$ cat config.mk
export PLATFORM = sky130hd
export DESIGN_NAME = n2_window_stats
export DESIGN_NICKNAME = d
export VERILOG_FILES = /design/src/rtl/n2_window_stats.sv
export SDC_FILE = /design/constraint.sdc
export NUM_CORES = 1
export LEC_CHECK = 0
export CAP_MARGIN = 15
export CORE_UTILIZATION = 49
export DETAILED_ROUTE_END_ITERATION = 12
export PLACE_DENSITY = 0.75
export SLEW_MARGIN = 25
export SYNTH_ARGS = -nofsm -noshare
export SYNTH_HDL_FRONTEND = slang
export SYNTH_SLANG_ARGS = --single-unit
$ cat constraint.sdc
create_clock -name clk -period 3.1 [get_ports clk]
set_input_delay 0.775 -clock clk [delete_from_list [all_inputs] [get_ports clk]]
set_output_delay 0.775 -clock clk [all_outputs]
set_load 0.02 [all_outputs]
$ cat src/rtl/n2_window_stats.sv
// Window statistics over the n2 sample stream: sum/min/max/count per WINDOW
// samples (or per flushed partial window), reported over valid/ready.
module n2_window_stats #(
    parameter  int DW     = 8,
    parameter  int WINDOW = 16,
    localparam int CW     = $clog2(WINDOW) + 1,
    localparam int SW     = DW + $clog2(WINDOW)
) (
    input  logic          clk,
    input  logic          rst,
    input  logic          in_valid,
    input  logic [DW-1:0] in_data,
    output logic          in_ready,
    input  logic          flush,
    output logic          out_valid,
    input  logic          out_ready,
    output logic [SW-1:0] out_sum,
    output logic [DW-1:0] out_min,
    output logic [DW-1:0] out_max,
    output logic [CW-1:0] out_count
);

    typedef enum logic {ACCUM, REPORT} state_t;

    state_t        state, state_n;
    logic [CW-1:0] cnt, cnt_n, s_cnt;
    logic [SW-1:0] acc_sum, sum_n, s_sum;
    logic [DW-1:0] acc_min, min_n, s_min;
    logic [DW-1:0] acc_max, max_n, s_max;
    logic          in_ready_n, out_valid_n;
    logic [SW-1:0] out_sum_n;
    logic [DW-1:0] out_min_n, out_max_n;
    logic [CW-1:0] out_count_n;
    logic          take;

    always_ff @(posedge clk) begin
        if (rst) begin
            state     <= ACCUM;
            cnt       <= '0;
            acc_sum   <= '0;
            acc_min   <= '1;
            acc_max   <= '0;
            in_ready  <= 1'b1;
            out_valid <= 1'b0;
            out_sum   <= '0;
            out_min   <= '0;
            out_max   <= '0;
            out_count <= '0;
        end else begin
            state     <= state_n;
            cnt       <= cnt_n;
            acc_sum   <= sum_n;
            acc_min   <= min_n;
            acc_max   <= max_n;
            in_ready  <= in_ready_n;
            out_valid <= out_valid_n;
            out_sum   <= out_sum_n;
            out_min   <= out_min_n;
            out_max   <= out_max_n;
            out_count <= out_count_n;
        end
    end

    // Accumulator view with the same-cycle sample folded in; the trigger and
    // the report both use this so the final sample lands in its own window.
    always_comb begin
        take  = in_valid & in_ready;
        s_cnt = cnt + CW'(take);
        s_sum = acc_sum + (take ? SW'(in_data) : '0);
        s_min = (take && in_data < acc_min) ? in_data : acc_min;
        s_max = (take && in_data > acc_max) ? in_data : acc_max;
    end

    always_comb begin
        state_n     = state;
        cnt_n       = cnt;
        sum_n       = acc_sum;
        min_n       = acc_min;
        max_n       = acc_max;
        in_ready_n  = in_ready;
        out_valid_n = out_valid;
        out_sum_n   = out_sum;
        out_min_n   = out_min;
        out_max_n   = out_max;
        out_count_n = out_count;
        case (state)
            ACCUM: begin
                if ((take && s_cnt == CW'(WINDOW)) || (flush && s_cnt != '0)) begin
                    out_sum_n   = s_sum;
                    out_min_n   = s_min;
                    out_max_n   = s_max;
                    out_count_n = s_cnt;
                    out_valid_n = 1'b1;
                    in_ready_n  = 1'b0;
                    state_n     = REPORT;
                    cnt_n       = '0;
                    sum_n       = '0;
                    min_n       = '1;
                    max_n       = '0;
                end else begin
                    cnt_n = s_cnt;
                    sum_n = s_sum;
                    min_n = s_min;
                    max_n = s_max;
                end
            end
            REPORT: begin
                if (out_ready) begin
                    out_valid_n = 1'b0;
                    in_ready_n  = 1'b1;
                    state_n     = ACCUM;
                end
            end
            default: state_n = ACCUM;
        endcase
    end

endmodule

# Yosys cells after proc, flatten, opt, wreduce, memory -nomap -nowiden
# Cells that the tools add are included.
# Widths: inputs -> output; s select.
[word_totals]
ff_bits = 69
in_bits = 13
[classes]
n_addsub = 2
order_cmp = 2
eq_ne = 3
n_mux = 16
bitwise_logic = 2
n_reduce_logical = 8
[op_table]
columns = ["operator", "count"]
rows = [
  ["$mux 8", 5],
  ["$add 12x8->12", 1],
  ["$mux 12", 1],
  ["$gt 8x8->1", 1],
  ["$lt 8x8->1", 1],
  ["$mux 1", 6],
  ["$pmux 1 s2", 3],
  ["$add 5x1->5", 1],
  ["$eq 5x5->1 const B", 1],
  ["$mux 5", 1],
  ["$reduce_bool 5->1", 1],
  ["$logic_and 1x1->1", 4],
  ["$ne 2x2->1 const B", 2],
  ["$reduce_and 2->1", 2],
  ["$and 1x1->1", 1],
  ["$logic_or 1x1->1", 1],
  ["$not 1->1", 1],
]

# Longest topological paths before layout
[logic_depth]
word_depth = 7
ltp_mapped = 14

# Least setup slack after synthesis
# OpenSTA, ideal clock, no wires.
[synth_timing]
path_kind = "in2reg"
start = "in in_valid"
end = "reg acc_min[0]"
setup_ns = 0.144
arrival_time_ns = 2.943
setup_slack_ns = 0.013
stages = 14
path_cell_list = "nand2_1 > buf_2 > inv_1 > ha_1 > ha_1 > xnor2_2 > nand2_1 > or3_1 > buf_2 > and3b_1 > buf_2 > buf_6 > nor2_4 > o311ai_0"
[synth_via]
elab_chain_len = 6
elab_cells_between_ends = 10
[synth_rtl]
columns = ["element", "line_no", "source"]
rows = [
  ["from (decl)", "11", "input logic in_valid,"],
  ["$and 1x1->1 (*)", "67", "take = in_valid & in_ready;"],
  ["$add 5x1->5", "68", "s_cnt = cnt + CW'(take);"],
  ["$eq 5x5->1 / $reduce_bool 5->1 (equally long branches)", "88", "if ((take && s_cnt == CW'(WINDOW)) || (flush && s_cnt != '0)) begin"],
  ["$logic_and 1x1->1", "88", ""],
  ["$logic_or 1x1->1", "88", ""],
  ["$mux 8 (*)", "88", ""],
  ["to (signal assigned)", "53", "acc_min <= min_n;"],
  ["to (decl)", "28", "logic [DW-1:0] acc_min, min_n, s_min;"],
]
# Mark *: on every way between the ends. The rest lies on a longest branch, timed or not.
# A chain may end at the register's enable or synchronous reset.

# Worst setup path after layout
[layout_timing]
start = "in in_valid"
end = "reg acc_max[6]"
[layout_via]
elab_chain_len = 6
elab_cells_between_ends = 10
[layout_rtl]
columns = ["element", "line_no", "source"]
rows = [
  ["$and 1x1->1 (*)", "67", ""],
  ["$add 5x1->5 (*)", "68", ""],
  ["via s_cnt[1]", "26", "logic [CW-1:0] cnt, cnt_n, s_cnt;"],
  ["$eq 5x5->1 / $reduce_bool 5->1 (equally long branches)", "88", ""],
  ["$logic_and 1x1->1", "88", ""],
  ["$logic_or 1x1->1 (*)", "88", ""],
  ["$mux 8 (*)", "88", ""],
  ["to (signal assigned)", "54", "acc_max <= max_n;"],
  ["to (decl)", "29", "logic [DW-1:0] acc_max, max_n, s_max;"],
]
# Mark *: on every way through the listed nets, which the timed path passes. The rest lies on a longest branch.

==> results.py <==
metrics = {
    "outcome": {
        "status": "finished clean",
    },
    "logic_synthesis": {
        "ys_seq_area_share_pct": 39.6,
        "synth_top_area_cell": "dfxtp_1",
        "synth.most_common_cell": "dfxtp_1",
        "synth-seq-cells": 69,
        "synthTopCellsByArea": "dfxtp_1 (40%), ha_1 (9.0%), a211oi_1 (6.5%)",
        "yosys_warnings": 0,
        "synthesis.nets": 445,
        "async_reset_ff_share_pct": 0,
        "synth_top_area_share_pct": 39.6,
        "syn_avg_cell_area_um2": 8.58,
        "synth_common_cells": "dfxtp_1 (69), nor2_1 (53), nand2_1 (40), a211oi_1 (30), a21oi_1 (27)",
        "synthesis.area_um2": 3480,
        "synthDistinctLibCells": 47,
        "synth_edf_count": 0,
        "synth_ff_type": "dfxtp_1",
        "postSynthCellCount": 406,
    },
    "floorplanning": {
        "row_count": 30,
        "start_util_pct": 51.0,
        "die_w_um": 86.3,
        "dieArea_um2": 7450,
        "die_h_um": 86.3,
        "num_io_pins": 48,
        "core-area_um2": 6830,
    },
    "cells_and_area": {
        "final_layout_size_suffix_gt1_share_pct": 14.7,
        "fillers": 579,
        "area_delta_synth_final_pct": 29.9,
        "final_cells": 585,
        "diodes": 0,
        "post-route-util_pct": 66.2,
        "nNetsFinal": 524,
    },
    "clock_network": {
        "cts-buffers-inserted": 9,
        "clk_latency_ns": 0.35,
        "clock_sinks": 69,
        "root_buffer": "clkbuf_8",
        "h-tree-depth": 3,
        "clk_pin_slew_ns": 0.07,
        "clockBufferDepth": 2,
        "cts_tree": "done",
    },
    "power_and_ir_drop": {
        "power_switching_mw": 1.81,
        "swShare_pct": 41.1,
        "p_seq_share_pct": 30.1,
        "pwr-share-comb_pct": 54.5,
        "pwr_density_cell_nw_per_um2": 974,
        "p_leak_nw": 1.92,
        "internal_power_mw": 2.59,
        "clock_power_share_pct": 15.4,
        "p_total_mw": 4.41,
        "vdd_drop_max_v": 0.000488,
    },
    "setup_path": {
        "cp.required_ns": 3.39,
        "endpoint_kind": "flip-flop",
        "critPathKind": "in -> reg",
        "rr_startpoint": "in_ready$_SDFFE_PP1P_",
        "ff2ff_path_depth": 11,
        "path_max_fanout": 8,
        "startpoint": "in_valid",
        "r2r_end": "acc_max[6]$_SDFFE_PP0N_",
        "cp.arrival_ns": 3.27,
        "worst_setup_path_start_kind": "primary input",
        "critPathCapture": "acc_max[6]$_SDFFE_PP0N_",
        "regToRegSetupSlack_ns": 0.60,
    },
    "timing": {
        "fmax_mhz": 335,
        "hold_viol_final": 0,
        "setup_violations": 0,
        "worstMarginPinSlew_ns": 0.637,
        "drv_slew": 0,
        "fin_crit_sh_pct": 96.2,
        "skew_ns": 0.00790,
        "min_period_ns": 2.98,
        "slew_headroom_pct": 57.5,
        "rsz0062_at_grt": "yes",
    },
    "routing": {
        "vias": 3192,
        "drtAntennaViolNets": 0,
        "dr.pass1.iters": 4,
        "drcViolationCount": 0,
        "drt-vias-per-instance": 5.46,
        "totalWireLength_um": 8640,
        "initialDrtViolationCount": 138,
        "wl_per_cell_um": 14.8,
    },
    "grt": {
        "grt_max_degree": 35,
        "grt_pass1_vias": 2998,
        "antenna_found_initial": 0,
        "grt_pass1_wl_um": 14500,
        "grtUsageTotal_pct": 25.0,
        "overflow": 0,
    },
    "run": {
        "max_cap_violations": 0,
    },
    "placement": {
        "portBuffers": 47,
        "gp_congestion": 0.845,
        "dp_hpwl_um": 6160,
        "place_inst": 568,
    },
    "min_path": {
        "hold_class": "reg -> reg",
    },
}
-- flip-flops by register name, summed over array words and instances (netlist names) --
name	flops
state	1
out_valid	1
out_count	5
acc_max	8
out_sum	12
out_max	8
out_min	8
acc_sum	12
cnt	5
in_ready	1
acc_min	8
-- power groups by stage --
| stage | combinational, mW | clock (mW) | sequential [mW] |
|---|---|---|---|
| 5_1_grt | 2.64 | 0.725 | 1.36 |
| 3_3_place_gp | 2.26 | 0 | 1.34 |
| 4_1_cts | 2.34 | 0.685 | 1.33 |
| 6_report | 2.40 | 0.677 | 1.33 |
| 3_5_place_dp | 2.31 | 0 | 1.34 |
| 2_1_floorplan | 1.34 | 0 | 1.48 |
-- through the flow --
| stage | cell area [µm²] | hold WS [ns] | setup TNS [ns] | setup WS (ns) |
|---|---|---|---|---|
| floorplan | 3480 | 0.442 | 0 | 0.0126 |
| global placement | 4300 | 0.445 | -5.90 | -0.161 |
| detailed placement | 4300 | 0.449 | -10.71 | -0.268 |
| CTS | 4470 | 0.461 | 0 | 0.0869 |
| global route | 4530 | 0.488 | -0.00104 | -0.00104 |
| finish | 4530 | 0.458 | 0 | 0.119 |
-- cell usage in the layout, fill, tap and decap left out, types with 12 or more instances in the layout --
cell type,n
dfxtp_1,69
nor2_1,53
clkdlybuf4s50_1,46
nand2_1,40
buf_4,40
a211oi_1,29
a21oi_1,27
inv_1,25
ha_1,24
o21ai_0,19
clkbuf_8,12
-- how the worst min path moves through the flow --
stage                                         start                        end  slack (ns)  cells after the start
after floorplan             acc_min[0]$_SDFFE_PP1N_    out_min[0]$_SDFFE_PP0P_        0.44                      2
after global placement      out_sum[3]$_SDFFE_PP0P_    out_sum[3]$_SDFFE_PP0P_        0.45                      2
final                       out_sum[3]$_SDFFE_PP0P_    out_sum[3]$_SDFFE_PP0P_        0.46                      2
after global routing      out_count[0]$_SDFFE_PP0P_  out_count[0]$_SDFFE_PP0P_        0.49                      2
after detailed placement    out_sum[5]$_SDFFE_PP0P_    out_sum[5]$_SDFFE_PP0P_        0.45                      2
after CTS                   out_sum[3]$_SDFFE_PP0P_    out_sum[3]$_SDFFE_PP0P_        0.46                      2
-- cell families (layout without fill, tap and decap cells) --
| logic type | after synthesis | in the layout | share of synthesized area (%) |
|---|---|---|---|
| AOI/OAI and AO/OA | 120 | 120 | 23.6 |
| xor gates and xnor gates | 12 | 12 | 3.23 |
| adders and majority gates | 26 | 26 | 9.55 |
| buffers and inverters | 50 | 133 | 6.10 |
| DFF | 69 | 69 | 39.6 |
| muxes | 8 | 8 | 2.30 |
| and+or+nand+nor | 121 | 121 | 15.6 |
-- routing by layer --
metal  track usage (%)  up-vias  share of wire (%)
met5                 0        -                  0
met4              10.2        0                1.6
met3              4.95       15                5.3
met2              39.5       91                 47
met1              33.4     1484                 47
li1                  -     1602                  -
-- critical path, cell delays in order --
cell	delay, ns
clkdlybuf4s50_1	0.46
nand2_1	0.06
inv_1	0.06
ha_1	0.16
ha_2	0.28
nor2_1	0.11
nand2_1	0.08
or3_4	0.39
buf_4	0.16
nand3b_1	0.23
o211a_2	0.35
a22o_1	0.15
-- what timing repair did --
| action | CTS | global route |
|---|---|---|
| hold buffers | 0 | 0 |
| endpoints found under the setup margin | 0 | 31 |
| setup buffers | 0 | 2 |
| gates resized for setup | 0 | 11 |
-- final cells by class --
cell class,instances,area [µm²],area share [%]
multi-input combinational,287,1910,42.2
sequential,69,1380,30.5
timing repair buffer,93,842,18.6
clock buffer,14,173,3.82
tap,96,120,2.65
inverter,25,93.8,2.07
clock inverter,1,5.00,0.111
Power figures use the tool's default switching activity.
